**config.mk**
```make
export PLATFORM = sky130hd
export DESIGN_NAME = uart_receiver
export DESIGN_NICKNAME = d
export VERILOG_FILES = /design/src/rtl/uart_pkg.sv /design/src/rtl/uart_rx_fifo.sv /design/src/rtl/uart_receiver.sv
export SDC_FILE = /design/constraint.sdc
export NUM_CORES = 1
export LEC_CHECK = 0
export CORE_ASPECT_RATIO = 1.2
export CORE_MARGIN = 10
export CORE_UTILIZATION = 30
export DETAILED_ROUTE_END_ITERATION = 8
export PLACE_DENSITY = 0.4
export SYNTH_ARGS = -nofsm -noshare
export SYNTH_HDL_FRONTEND = slang
export SYNTH_SLANG_ARGS = --single-unit
```
**constraint.sdc**
```tcl
create_clock -name clock_i -period 4.9 [get_ports clock_i]
set_input_delay 0.98 -clock clock_i [delete_from_list [all_inputs] [get_ports clock_i]]
set_output_delay 0.98 -clock clock_i [all_outputs]
set_load 0.05 [all_outputs]
```
**src/rtl/uart_pkg.sv**
```systemverilog
// Shared UART receiver definitions: frame constants, baud selection,
// FSM state encoding and the baud divisor table.
package uart_pkg;

  localparam int DATA_BITS  = 8;
  localparam int OVERSAMPLE = 16;
  localparam int DIV_W      = 16;

  typedef enum logic [1:0] {
    BAUD_9600   = 2'd0,
    BAUD_19200  = 2'd1,
    BAUD_57600  = 2'd2,
    BAUD_115200 = 2'd3
  } baud_sel_e;

  typedef enum logic [1:0] {
    ST_IDLE  = 2'd0,
    ST_START = 2'd1,
    ST_DATA  = 2'd2,
    ST_STOP  = 2'd3
  } rx_state_e;

  // Clocks per 16x oversample tick, rounded to nearest: round(clk/(baud*16)).
  function automatic logic [DIV_W-1:0] baud_div(input int clk_hz, input baud_sel_e sel);
    int baud;
    int d;
    case (sel)
      BAUD_9600:   baud = 9600;
      BAUD_19200:  baud = 19200;
      BAUD_57600:  baud = 57600;
      default:     baud = 115200;
    endcase
    d = (clk_hz + (baud * OVERSAMPLE) / 2) / (baud * OVERSAMPLE);
    if (d < 1) d = 1;
    return d[DIV_W-1:0];
  endfunction

endpackage

```
**src/rtl/uart_rx_fifo.sv**
```systemverilog
// First-word-fall-through byte FIFO. A pop is honoured only when non-empty;
// a push is honoured when not full, or when full and a pop happens on the same edge.
module uart_rx_fifo #(
  parameter int DEPTH = 16
) (
  input  logic       clock_i,
  input  logic       reset_n_i,
  input  logic       push,
  input  logic       pop,
  input  logic [7:0] wdata,
  output logic [7:0] data,
  output logic       empty,
  output logic       full
);

  localparam int AW = $clog2(DEPTH);
  localparam int CW = AW + 1;

  logic [7:0]    mem [DEPTH];
  logic [AW-1:0] wr_ptr;
  logic [AW-1:0] rd_ptr;
  logic [CW-1:0] count;
  logic          do_push;
  logic          do_pop;

  assign empty   = (count == '0);
  assign full    = (count == CW'(DEPTH));
  assign do_pop  = pop & ~empty;
  assign do_push = push & (~full | do_pop);
  assign data    = empty ? 8'h00 : mem[rd_ptr];

  // Storage array; contents are only visible through the occupancy count.
  always_ff @(posedge clock_i) begin
    if (do_push) mem[wr_ptr] <= wdata;
  end

  // Pointers wrap naturally modulo DEPTH; count tracks occupancy.
  always_ff @(posedge clock_i or negedge reset_n_i) begin
    if (!reset_n_i) begin
      wr_ptr <= '0;
      rd_ptr <= '0;
      count  <= '0;
    end else begin
      if (do_push) wr_ptr <= wr_ptr + AW'(1);
      if (do_pop)  rd_ptr <= rd_ptr + AW'(1);
      case ({do_push, do_pop})
        2'b10:   count <= count + CW'(1);
        2'b01:   count <= count - CW'(1);
        default: count <= count;
      endcase
    end
  end

endmodule

```
**src/rtl/uart_receiver.sv**
```systemverilog
// 8N1 UART receiver with 16x oversampling, per-frame baud capture and a
// receive FIFO. Read side handshake: data_o is valid while data_valid_o is
// high, and a byte is consumed on each rising edge where data_read_i and
// data_valid_o are both high.
module uart_receiver
  import uart_pkg::*;
#(
  parameter int CLOCK_FREQ_HZ = 50_000_000,
  parameter int FIFO_DEPTH    = 16
) (
  input  logic       clock_i,
  input  logic       reset_n_i,
  input  logic       uart_rx_i,
  input  logic [1:0] baudrate_select_i,
  output logic [7:0] data_o,
  output logic       data_valid_o,
  input  logic       data_read_i,
  output logic       data_buffer_full_o,
  output logic       frame_error_o,
  output logic       overrun_error_o,
  output logic [1:0] debug_state_o
);

  rx_state_e        state, state_n;
  logic             sync_1, sync_2, rx_prev;
  logic [DIV_W-1:0] div_q;
  logic [DIV_W-1:0] clk_cnt;
  logic [3:0]       tick_cnt;
  logic [2:0]       bit_cnt;
  logic [7:0]       shift_q;
  logic             brk_wait;
  logic             push_q;
  logic             tick, fall;
  logic             start_det, bit_sample, push_n, ferr_n, brk_set, brk_clr;
  logic             fifo_empty, fifo_full;

  assign tick          = (clk_cnt == div_q - DIV_W'(1));
  assign fall          = rx_prev & ~sync_2;
  assign debug_state_o = state;
  assign data_valid_o       = ~fifo_empty;
  assign data_buffer_full_o = fifo_full;

  // Two-flop synchronizer plus a delayed copy for falling-edge detection.
  always_ff @(posedge clock_i or negedge reset_n_i) begin
    if (!reset_n_i) begin
      sync_1  <= 1'b1;
      sync_2  <= 1'b1;
      rx_prev <= 1'b1;
    end else begin
      sync_1  <= uart_rx_i;
      sync_2  <= sync_1;
      rx_prev <= sync_2;
    end
  end

  // FSM state register.
  always_ff @(posedge clock_i or negedge reset_n_i) begin
    if (!reset_n_i) state <= ST_IDLE;
    else            state <= state_n;
  end

  // Next-state and per-cycle strobes. START samples at tick 8 (mid start bit);
  // DATA and STOP sample every 16 ticks after that. A bad stop bit holds STOP
  // until the line returns high so a break is not mistaken for a new start.
  always_comb begin
    state_n    = state;
    start_det  = 1'b0;
    bit_sample = 1'b0;
    push_n     = 1'b0;
    ferr_n     = 1'b0;
    brk_set    = 1'b0;
    brk_clr    = 1'b0;
    case (state)
      ST_IDLE: begin
        if (fall) begin
          state_n   = ST_START;
          start_det = 1'b1;
        end
      end
      ST_START: begin
        if (tick && tick_cnt == 4'd7) state_n = sync_2 ? ST_IDLE : ST_DATA;
      end
      ST_DATA: begin
        if (tick && tick_cnt == 4'd15) begin
          bit_sample = 1'b1;
          if (bit_cnt == 3'(DATA_BITS - 1)) state_n = ST_STOP;
        end
      end
      ST_STOP: begin
        if (brk_wait) begin
          if (sync_2) begin
            state_n = ST_IDLE;
            brk_clr = 1'b1;
          end
        end else if (tick && tick_cnt == 4'd15) begin
          if (sync_2) begin
            push_n  = 1'b1;
            state_n = ST_IDLE;
          end else begin
            ferr_n  = 1'b1;
            brk_set = 1'b1;
          end
        end
      end
      default: state_n = ST_IDLE;
    endcase
  end

  // Baud capture, oversample tick counters, bit counter and shift register.
  always_ff @(posedge clock_i or negedge reset_n_i) begin
    if (!reset_n_i) begin
      div_q    <= '0;
      clk_cnt  <= '0;
      tick_cnt <= '0;
      bit_cnt  <= '0;
      shift_q  <= '0;
      brk_wait <= 1'b0;
    end else begin
      if (start_det) begin
        div_q    <= baud_div(CLOCK_FREQ_HZ, baud_sel_e'(baudrate_select_i));
        clk_cnt  <= '0;
        tick_cnt <= '0;
        bit_cnt  <= '0;
      end else if (state != ST_IDLE) begin
        if (tick) begin
          clk_cnt  <= '0;
          tick_cnt <= (state == ST_START && tick_cnt == 4'd7) ? 4'd0 : tick_cnt + 4'd1;
        end else begin
          clk_cnt <= clk_cnt + DIV_W'(1);
        end
      end
      if (bit_sample) begin
        shift_q <= {sync_2, shift_q[7:1]};
        bit_cnt <= bit_cnt + 3'd1;
      end
      if (brk_set)      brk_wait <= 1'b1;
      else if (brk_clr) brk_wait <= 1'b0;
    end
  end

  // Registered push strobe and one-cycle error pulses.
  always_ff @(posedge clock_i or negedge reset_n_i) begin
    if (!reset_n_i) begin
      push_q          <= 1'b0;
      frame_error_o   <= 1'b0;
      overrun_error_o <= 1'b0;
    end else begin
      push_q          <= push_n;
      frame_error_o   <= ferr_n;
      overrun_error_o <= push_q & fifo_full & ~(data_read_i & ~fifo_empty);
    end
  end

  uart_rx_fifo #(
    .DEPTH (FIFO_DEPTH)
  ) u_fifo (
    .clock_i   (clock_i),
    .reset_n_i (reset_n_i),
    .push      (push_q),
    .pop       (data_read_i),
    .wdata     (shift_q),
    .data      (data_o),
    .empty     (fifo_empty),
    .full      (fifo_full)
  );

endmodule

```
-- After elaboration in Yosys (flattened, before gate mapping)
Memory sizes are Yosys's and may differ from the RTL's.
Index checks and enable logic that the tools add are counted.
- register bits: 69
- RAM bits: 128
- bits of input ports: 6
- output and inout bits: 14
- logic and storage cells: 110
- memories kept: 1
- add/sub/neg operators: 9
- divide/modulo/power cells: 1
- magnitude comparators: 1
- eq/ne operators: 17
- muxes and demuxes: 41
- bitwise operators: 10
- reductions and logical operators: 14
- memory list (name ; depth ; bits a word ; rd ports ; clocked after memory_dff ; wr ports ; line ; RTL):
    u_fifo.mem ; 16 ; 8 ; 1 ; 0 ; 1 ; uart_rx_fifo.sv:19 ; logic [7:0] mem [DEPTH];
- operators with widths (kind ; count):
    two-way mux 16 bit ; 4
    case mux 17 bit (3 select lines) ; 1
    adder 27 x 31 -> 32 bit (first input constant) ; 1
    divider 32 x 32 -> 32 bit ; 1
    less-than comparator 32 x 2 -> 1 bit (second input constant) ; 1
    two-way mux 28 bit ; 1
    two-way mux 1 bit ; 18
    adder 16 x 1 -> 16 bit (second input constant) ; 1
    == test 16 bit ; 1
    two-way mux 2 bit ; 8
    two-way mux 4 bit ; 4
    subtractor 16 x 1 -> 16 bit (second input constant) ; 1
    adder 4 x 1 -> 4 bit (second input constant) ; 3
    nonzero test 2 bit ; 6
    case mux 5 bit (2 select lines) ; 1
    == test 2 bit (second input constant) ; 4
    two-way mux 8 bit ; 1
    != test 2 bit (second input constant) ; 4
    case mux 2 bit (4 select lines) ; 1
    == test 2 x 1 -> 1 bit (second input constant) ; 3
    two-way mux 3 bit ; 2
    adder 5 x 1 -> 5 bit (second input constant) ; 1
    bitwise AND 1 bit ; 5
    == test 5 bit (second input constant) ; 1
    other kinds (13) ; 19

-- Longest topological paths before layout
Gate-level depths: netlist (run 1).
- word-level depth: 9
- gate-level depth with buffers: 56

-- Hierarchy
From an unflattened synthesis (run 1), not the netlist that was laid out.
- cells, all modules: 1016
- area, all modules: 11492.3 µm²
- modules (own cells, without submodules) (module ; times used ; cells an instance ; area each (µm²) ; sequential area each (µm²)):
    uart_rx_fifo ; 1 ; 302 ; 5878.1 ; 4169.0
    uart_receiver ; 1 ; 714 ; 5614.1 ; 1380.1

-- Worst setup path before layout (run 1)
No wires, ideal clock.
- kind: input -> register
- start point: input port baudrate_select_i[0]
- end point: register div_q[0]
- arrival: 11085 ps
- data required time: 4816 ps
- path slack: -6268 ps
- stages on the path: 48
- path buffers: 5
- cell sequence: ha_1 buf_2 buf_1 inv_1 clkbuf_1 o21ai_0 ha_1 a21o_1 nand2_1 o221ai_1 or2_2 ha_1 nand3b_1 nor3_1 a21oi_1 a21o_1 o211a_1 buf_4 [... 12 more ...] o31a_1 or4_4 buf_6 nor2_4 a2bb2oi_1 ha_1 o211a_1 or3_4 a32o_1 a211oi_2 and3_1 and2_1 mux2i_1 ha_1 nor3_1 o311ai_1 or2_1 a41oi_2
- word-level cells in the longest chain between the ends: 7
- elaborated cells between the ends (all ways): 9
- ends and longest elaborated chain (element ; line ; RTL):
    start: declaration ; uart_receiver.sv:14 ; input logic [1:0] baudrate_select_i,
    == test 2 bit (tied with other cells) ; uart_pkg.sv:27 ; case (sel)
    case mux 17 bit (3 select lines) (*) ; uart_pkg.sv:27 ;
    two-way mux 28 bit (*) ; uart_receiver.sv:119 ; if (start_det) begin
    adder 27 x 31 -> 32 bit ; uart_pkg.sv:33 ; d = (clk_hz + (baud * OVERSAMPLE) / 2) / (baud * OVERSAMPLE);
    divider 32 x 32 -> 32 bit (*) ; uart_pkg.sv:33 ;
    less-than comparator 32 x 2 -> 1 bit ; uart_pkg.sv:34 ; if (d < 1) d = 1;
    two-way mux 16 bit (*) ; uart_pkg.sv:34 ;
    end signal: assignment ; uart_receiver.sv:120 ; div_q <= baud_div(CLOCK_FREQ_HZ, baud_sel_e'(baudrate_select_i));
    end: declaration ; uart_receiver.sv:26 ; logic [DIV_W-1:0] div_q;
Mark *: on every way between the ends. The rest lies on a longest branch, timed or not. The select of a mux whose other input is x is not followed.
A chain may end at the register's enable or synchronous reset.

-- Worst setup path after layout (run 1)
Same ends and word-level chain as after synthesis.

==> results of run 1 <==
sequential cells by signal (all words and copies together) (netlist names), 3 cells and up, named ones only:
register / flops
bit_cnt: 3
clk_cnt: 16
div_q: 15
shift_q: 8
tick_cnt: 4
u_fifo.count: 5
u_fifo.mem: 128
u_fifo.rd_ptr: 4
u_fifo.wr_ptr: 4
Yosys cell counts, types with 5 or more instances:
cell / n
mux4_2: 40
buf_1: 8
inv_1: 29
nand4_1: 7
o31a_1: 5
edfxtp_1: 128
o21ai_0: 84
or3_1: 8
and3_1: 17
xnor2_1: 28
nor3_1: 29
nand2_1: 97
a31oi_1: 13
mux2i_1: 8
o211a_1: 7
dfrtp_1: 65
xor2_1: 13
nor4_1: 8
o2111ai_1: 5
mux2_2: 12
nand2b_1: 21
a211oi_1: 8
nor2_1: 66
clkbuf_1: 32
o21a_1: 6
a21o_1: 6
nor3b_1: 5
and2_1: 16
nor2b_1: 5
nand3_1: 23
o31ai_1: 11
a21oi_1: 41
o211ai_1: 14
ha_1: 45
worst min path at each step:
stage	end	startpoint	cells past startpoint	slack (ps)
2_1_floorplan	sync_2$_DFF_PN1_	sync_1$_DFF_PN1_	0	350
3_3_place_gp	sync_2$_DFF_PN1_	sync_1$_DFF_PN1_	0	350
3_5_place_dp	sync_2$_DFF_PN1_	sync_1$_DFF_PN1_	0	350
4_1_cts	sync_2$_DFF_PN1_	sync_1$_DFF_PN1_	0	360
5_1_grt	sync_2$_DFF_PN1_	sync_1$_DFF_PN1_	0	370
6_report	sync_2$_DFF_PN1_	sync_1$_DFF_PN1_	0	360
logic make-up after synthesis:
logic type | synth area share (%)
flip-flops | 48.2
XOR/XNOR | 3.12
AND/OR/NAND/NOR | 15.5
multiplexers | 10.0
buffers and inverters | 2.88
other | 0.0326
AO/OA/AOI/OAI | 15.1
adder cells (fa/ha/maj) | 5.07
critical path, delay by kind of cell:
family,cells,cell delay (ps)
AOI/OAI and AO/OA,20,3160
and+or+nand+nor,17,2870
adders and majority gates,7,1530
buffers and inverters,4,420
xor gates and xnor gates,1,170
muxes,1,70
final cells by class:
class	count	area [um^2]
sequential	196	5550
timing repair buffer	232	1900
clock inverter	15	183
clock buffer	17	425
multi-input combinational	742	6050
inverter	32	126
tap	480	601
fill	3782	23000
layer usage:
layer | wire, um | global-route usage (%)
met5 | 0 | 0
met4 | 593 | 4.56
met3 | 682 | 2.33
met2 | 17900 | 27.2
met1 | 14100 | 17.3
report_power, final:
part	switching, mW	internal (mW)	total, mW
sequential	0.237	1.85	2.09
clock	0.697	0.734	1.43
combinational	1.01	0.993	2.01
total	1.95	3.58	5.53
repair_timing:
action,4_1_cts,5_1_grt
pin swaps,35,21
buffers inserted,36,17
setup endpoints to repair,5,5
resized for setup,54,44
==> impl_metrics.json, run 1 <==
{
  "outcome": "finished with violations",
  "violations": "negative setup slack",
  "hold_class": "flop to flop",
  "track_usage_pct": 14.8,
  "grt_max_degree": 69,
  "synth-edff-count": 128,
  "vias": 8765,
  "die_h_um": 234,
  "start_util_pct": 30.4,
  "cts_tree": "yes",
  "end_kind": "flop",
  "mostFrequentLayoutCells": "193 x buf_4, 128 x edfxtp_1, 90 x nand2_1",
  "seq_area_frac_synth_pct": 48.2,
  "setup_ws_ps": -3940,
  "min_period_ps": 8840,
  "io_buffers": 19,
  "skew_ps": 21.9,
  "root_buffer": "clkbuf_16",
  "fin_total_pwr_mw": 5.53,
  "worstMarginPinSlew_ps": 951,
  "core_area_um2": 37900,
  "ant_nets": 0,
  "tns_ps": -11710,
  "syn-instance-count": 1017,
  "ir_worst_vdd_mv": 0.250,
  "die_w_um": 199,
  "area_growth_pct": 29.0,
  "p_leak_nw": 5.97,
  "vias_per_cell": 5.11,
  "layout-drive-gt1-share_pct": 32.8,
  "cpMaxStageDelayCell": "or4_4",
  "synth.distinct_cells": 98,
  "finalSetupViolCount": 5,
  "drt_pre_antenna_iters": 4,
  "nets": 1273,
  "worst_path_most_repeated_cell": "ha_4",
  "clockBufferDepth": 2,
  "reg2reg_slack_ps": 750,
  "endpoint": "div_q[0]$_DFFE_PN0P_",
  "htree_levels": 4,
  "r2r_start": "div_q[0]$_DFFE_PN0P_",
  "max_stage_delay_ps": 460,
  "drt_iter0_markers": 395,
  "layout_commonest_cell": "buf_4",
  "preCtsSetupSlack_ps": -5010,
  "wl_per_cell_um": 19.4,
  "grt_overflow": 0,
  "synth_area_leaders": "edfxtp_1 33%, dfrtp_1 14%, mux4_2 7.8%",
  "rsz0062_at_grt": "yes",
  "hold_buffers": 0,
  "synth_area_um2": 11500,
  "row_count": 78,
  "antenna_found_initial": 0,
  "grt_pass1_wl_um": 53200,
  "cts.sinks": 196,
  "place_area_um2": 13500,
  "post-place-cells": 1640,
  "cp-startpoint": "baudrate_select_i[0]",
  "avgSynthCellArea_um2": 11.3,
  "clk_pin_slew_ps": 70,
  "worstRegToRegCells": 18,
  "synth_async_sr_flop_share_pct": 34.7,
  "place_congestion": 0.823,
  "final_util_pct": 39.2,
  "powerDensity_nw_per_um2": 373,
  "cap_violations": 0,
  "wirelength_um": 33300,
  "ys.flop_type": "edfxtp_1",
  "cp_data_arrival_time_ps": 9210,
  "crit_fanout": 5,
  "die-area_um2": 46600,
  "cts_buffers": 17,
  "crit_type": "input port to flop",
  "fmax_mhz": 113,
  "required_ps": 5270,
  "remaining_drc_errors": 0,
  "yosysTopAreaCellShare_pct": 33.4,
  "final_area_um2": 14800,
  "grt_pass1_vias": 9154,
  "ys_ff_latch": 196,
  "report.final.slew_viol_count": 0,
  "holdWs_ps": 358,
  "instances_no_fill": 1714,
  "hold_viol": 0,
  "period_share_pct": 180,
  "yosys_warnings": 0,
  "io_pins": 20,
  "clkLatencyLatePin_ps": 460,
  "hpwl_um": 24300,
  "worstSetupStartpointType": "input port",
  "slew_headroom_pct": 36.6,
  "synth_top_cell_by_area": "edfxtp_1",
  "antenna_cells": 0
}
(Power assumes the default switching activity.)
==> run 2: changes to the inputs <==
SKIP_CTS_REPAIR_TIMING = 1   (was not set)
==> run 2 against run 1 <==
The run still ends with negative setup slack left. Register-to-register slack is essentially flat. Wire length is 1.3% lower. Via count is 1.7% lower. Fmax is 0.80% lower. Cell count fell by 1.3%. Design area is 2.6% lower. Setup slack worse by 71 ps. Critical path depth shrank 4. Total power is 2.9% lower. Die area unchanged. Sequential share of layout area rose by 1.0 points. Count of clock-buffer cells in the layout unchanged. Critical endpoint unchanged.
==> impl_metrics.json, run 2 (synthesized netlist as in run 1, its figures left out) <==
{
  "root_buffer": "clkbuf_16",
  "regArea_um2": 5550,
  "clkLatencyLatePin_ps": 460,
  "wirelength_um": 32800,
  "vias_per_cell": 5.09,
  "outcome": "finished with violations",
  "hold_path_depth": 0,
  "holdWs_ps": 358,
  "crit_fanout": 5,
  "final_area_um2": 14500,
  "fmax_mhz": 112,
  "worstSetupStartpointType": "input port",
  "required_ps": 5270,
  "htree_levels": 4,
  "p_leak_nw": 5.81,
  "cts_tree": "yes",
  "worstMarginPinSlew_ps": 954,
  "vias": 8612,
  "tns_ps": -11480,
  "finalSetupViolCount": 5,
  "drt_pre_antenna_iters": 4,
  "worst_path_most_repeated_cell": "ha_4",
  "skew_ps": 21.5,
  "hold_class": "flop to flop",
  "cts.sinks": 196,
  "reg_top3": "u_fifo.mem (128), clk_cnt (16), div_q (15)",
  "violations": "negative setup slack",
  "min_period_ps": 8910,
  "place_congestion": 0.823,
  "hpwl_um": 24300,
  "place_area_um2": 13500,
  "io_buffers": 19,
  "remaining_drc_errors": 0,
  "grt_overflow": 0,
  "io_pins": 20,
  "grt_max_degree": 69,
  "grt_pass1_wl_um": 52300,
  "drt_iter0_markers": 375,
  "antenna_found_initial": 0,
  "end_kind": "flop",
  "met2WireLength_um": 17500,
  "row_count": 78,
  "met3_length_um": 661,
  "wl_per_cell_um": 19.4,
  "die_w_um": 199,
  "worstRegToRegCells": 18,
  "die_h_um": 234,
  "regMostFlops": "u_fifo.mem",
  "slew_headroom_pct": 36.4,
  "start_util_pct": 30.4,
  "core_area_um2": 37900,
  "crit_type": "input port to flop",
  "num-fill-cells": 3816,
  "layout-drive-gt1-share_pct": 29.5,
  "largest_register_ff_count": 128,
  "track_usage_pct": 14.6,
  "cpMaxStageDelayCell": "or4_4",
  "nets": 1250,
  "cp_data_arrival_time_ps": 9280,
  "report.final.slew_viol_count": 0,
  "period_share_pct": 182,
  "area_growth_pct": 25.6,
  "m1WireLength_um": 14100,
  "ant_nets": 0,
  "powerDensity_nw_per_um2": 372,
  "layout_commonest_cell": "buf_4",
  "setup_ws_ps": -4010,
  "clk_pin_slew_ps": 70,
  "hold_viol": 0,
  "clockBufferDepth": 2,
  "max_stage_delay_ps": 450,
  "multi_input_area_um2": 5920,
  "fin_total_pwr_mw": 5.37,
  "ir_worst_vdd_mv": 0.249,
  "cap_violations": 0,
  "die-area_um2": 46600,
  "mostFrequentLayoutCells": "186 x buf_4, 128 x edfxtp_1, 93 x nand2_1",
  "antenna_cells": 0,
  "grt_pass1_vias": 8921,
  "dr.max_layer_used": "met4",
  "rsz0062_at_grt": "yes",
  "cts_buffers": 17
}
-- run 2: cell type report --
cell class	count	share of cell area [%]
Inverter	32	0.874
Tap cell	480	4.16
Sequential cell	196	38.4
Timing Repair Buffer	209	11.4
Multi-Input combinational cell	742	40.9
Clock inverter	15	1.26
Clock buffer	17	2.94
-- run 2: final timing paths --
check	to	slack (ps)	start
worst max-delay path	div_q[0]$_DFFE_PN0P_	-4010	baudrate_select_i[0]
worst min-delay path	sync_2$_DFF_PN1_	360	sync_1$_DFF_PN1_
worst max register to register	flop	750	div_q[0]$_DFFE_PN0P_
worst min register to register	sync_2$_DFF_PN1_	360	sync_1$_DFF_PN1_
max in group asynchronous	u_fifo.rd_ptr[0]$_DFFE_PN0P_	3600	reset_n_i
min in group asynchronous	u_fifo.count[4]$_DFFE_PN0P_	650	reset_n_i
-- run 2: critical path: cells and delay by family --
kind / cells / cell delay, ps
AOI/OAI and AO/OA: 16 / 2900
xor gates and xnor gates: 1 / 200
adders and majority gates: 7 / 1630
buffers and inverters: 3 / 260
muxes: 1 / 70
and+or+nand+nor: 18 / 3230
-- run 2: power by group --
part           switching [mW]  internal (mW)
logic                   0.953          0.896
registers               0.238           1.85
clock network           0.695          0.734
total                    1.89           3.48
-- run 2: metrics by stage --
step / cells / util, % / setup slack, ps
4_1_cts: 1672 / 37.4 / -4560
3_5_place_dp: 1640 / 35.8 / -5010
6_report: 1691 / 38.2 / -4010
5_1_grt: 1691 / 38.2 / -4340
3_3_place_gp: 1640 / 35.8 / -4840
2_1_floorplan: 1018 / - / -4930
-- run 2: routing by layer --
layer,GRT usage (%),up-vias
li1,-,4226
met1,17.2,4257
met2,26.6,98
met3,2.33,31
met4,4.32,0
met5,0,-
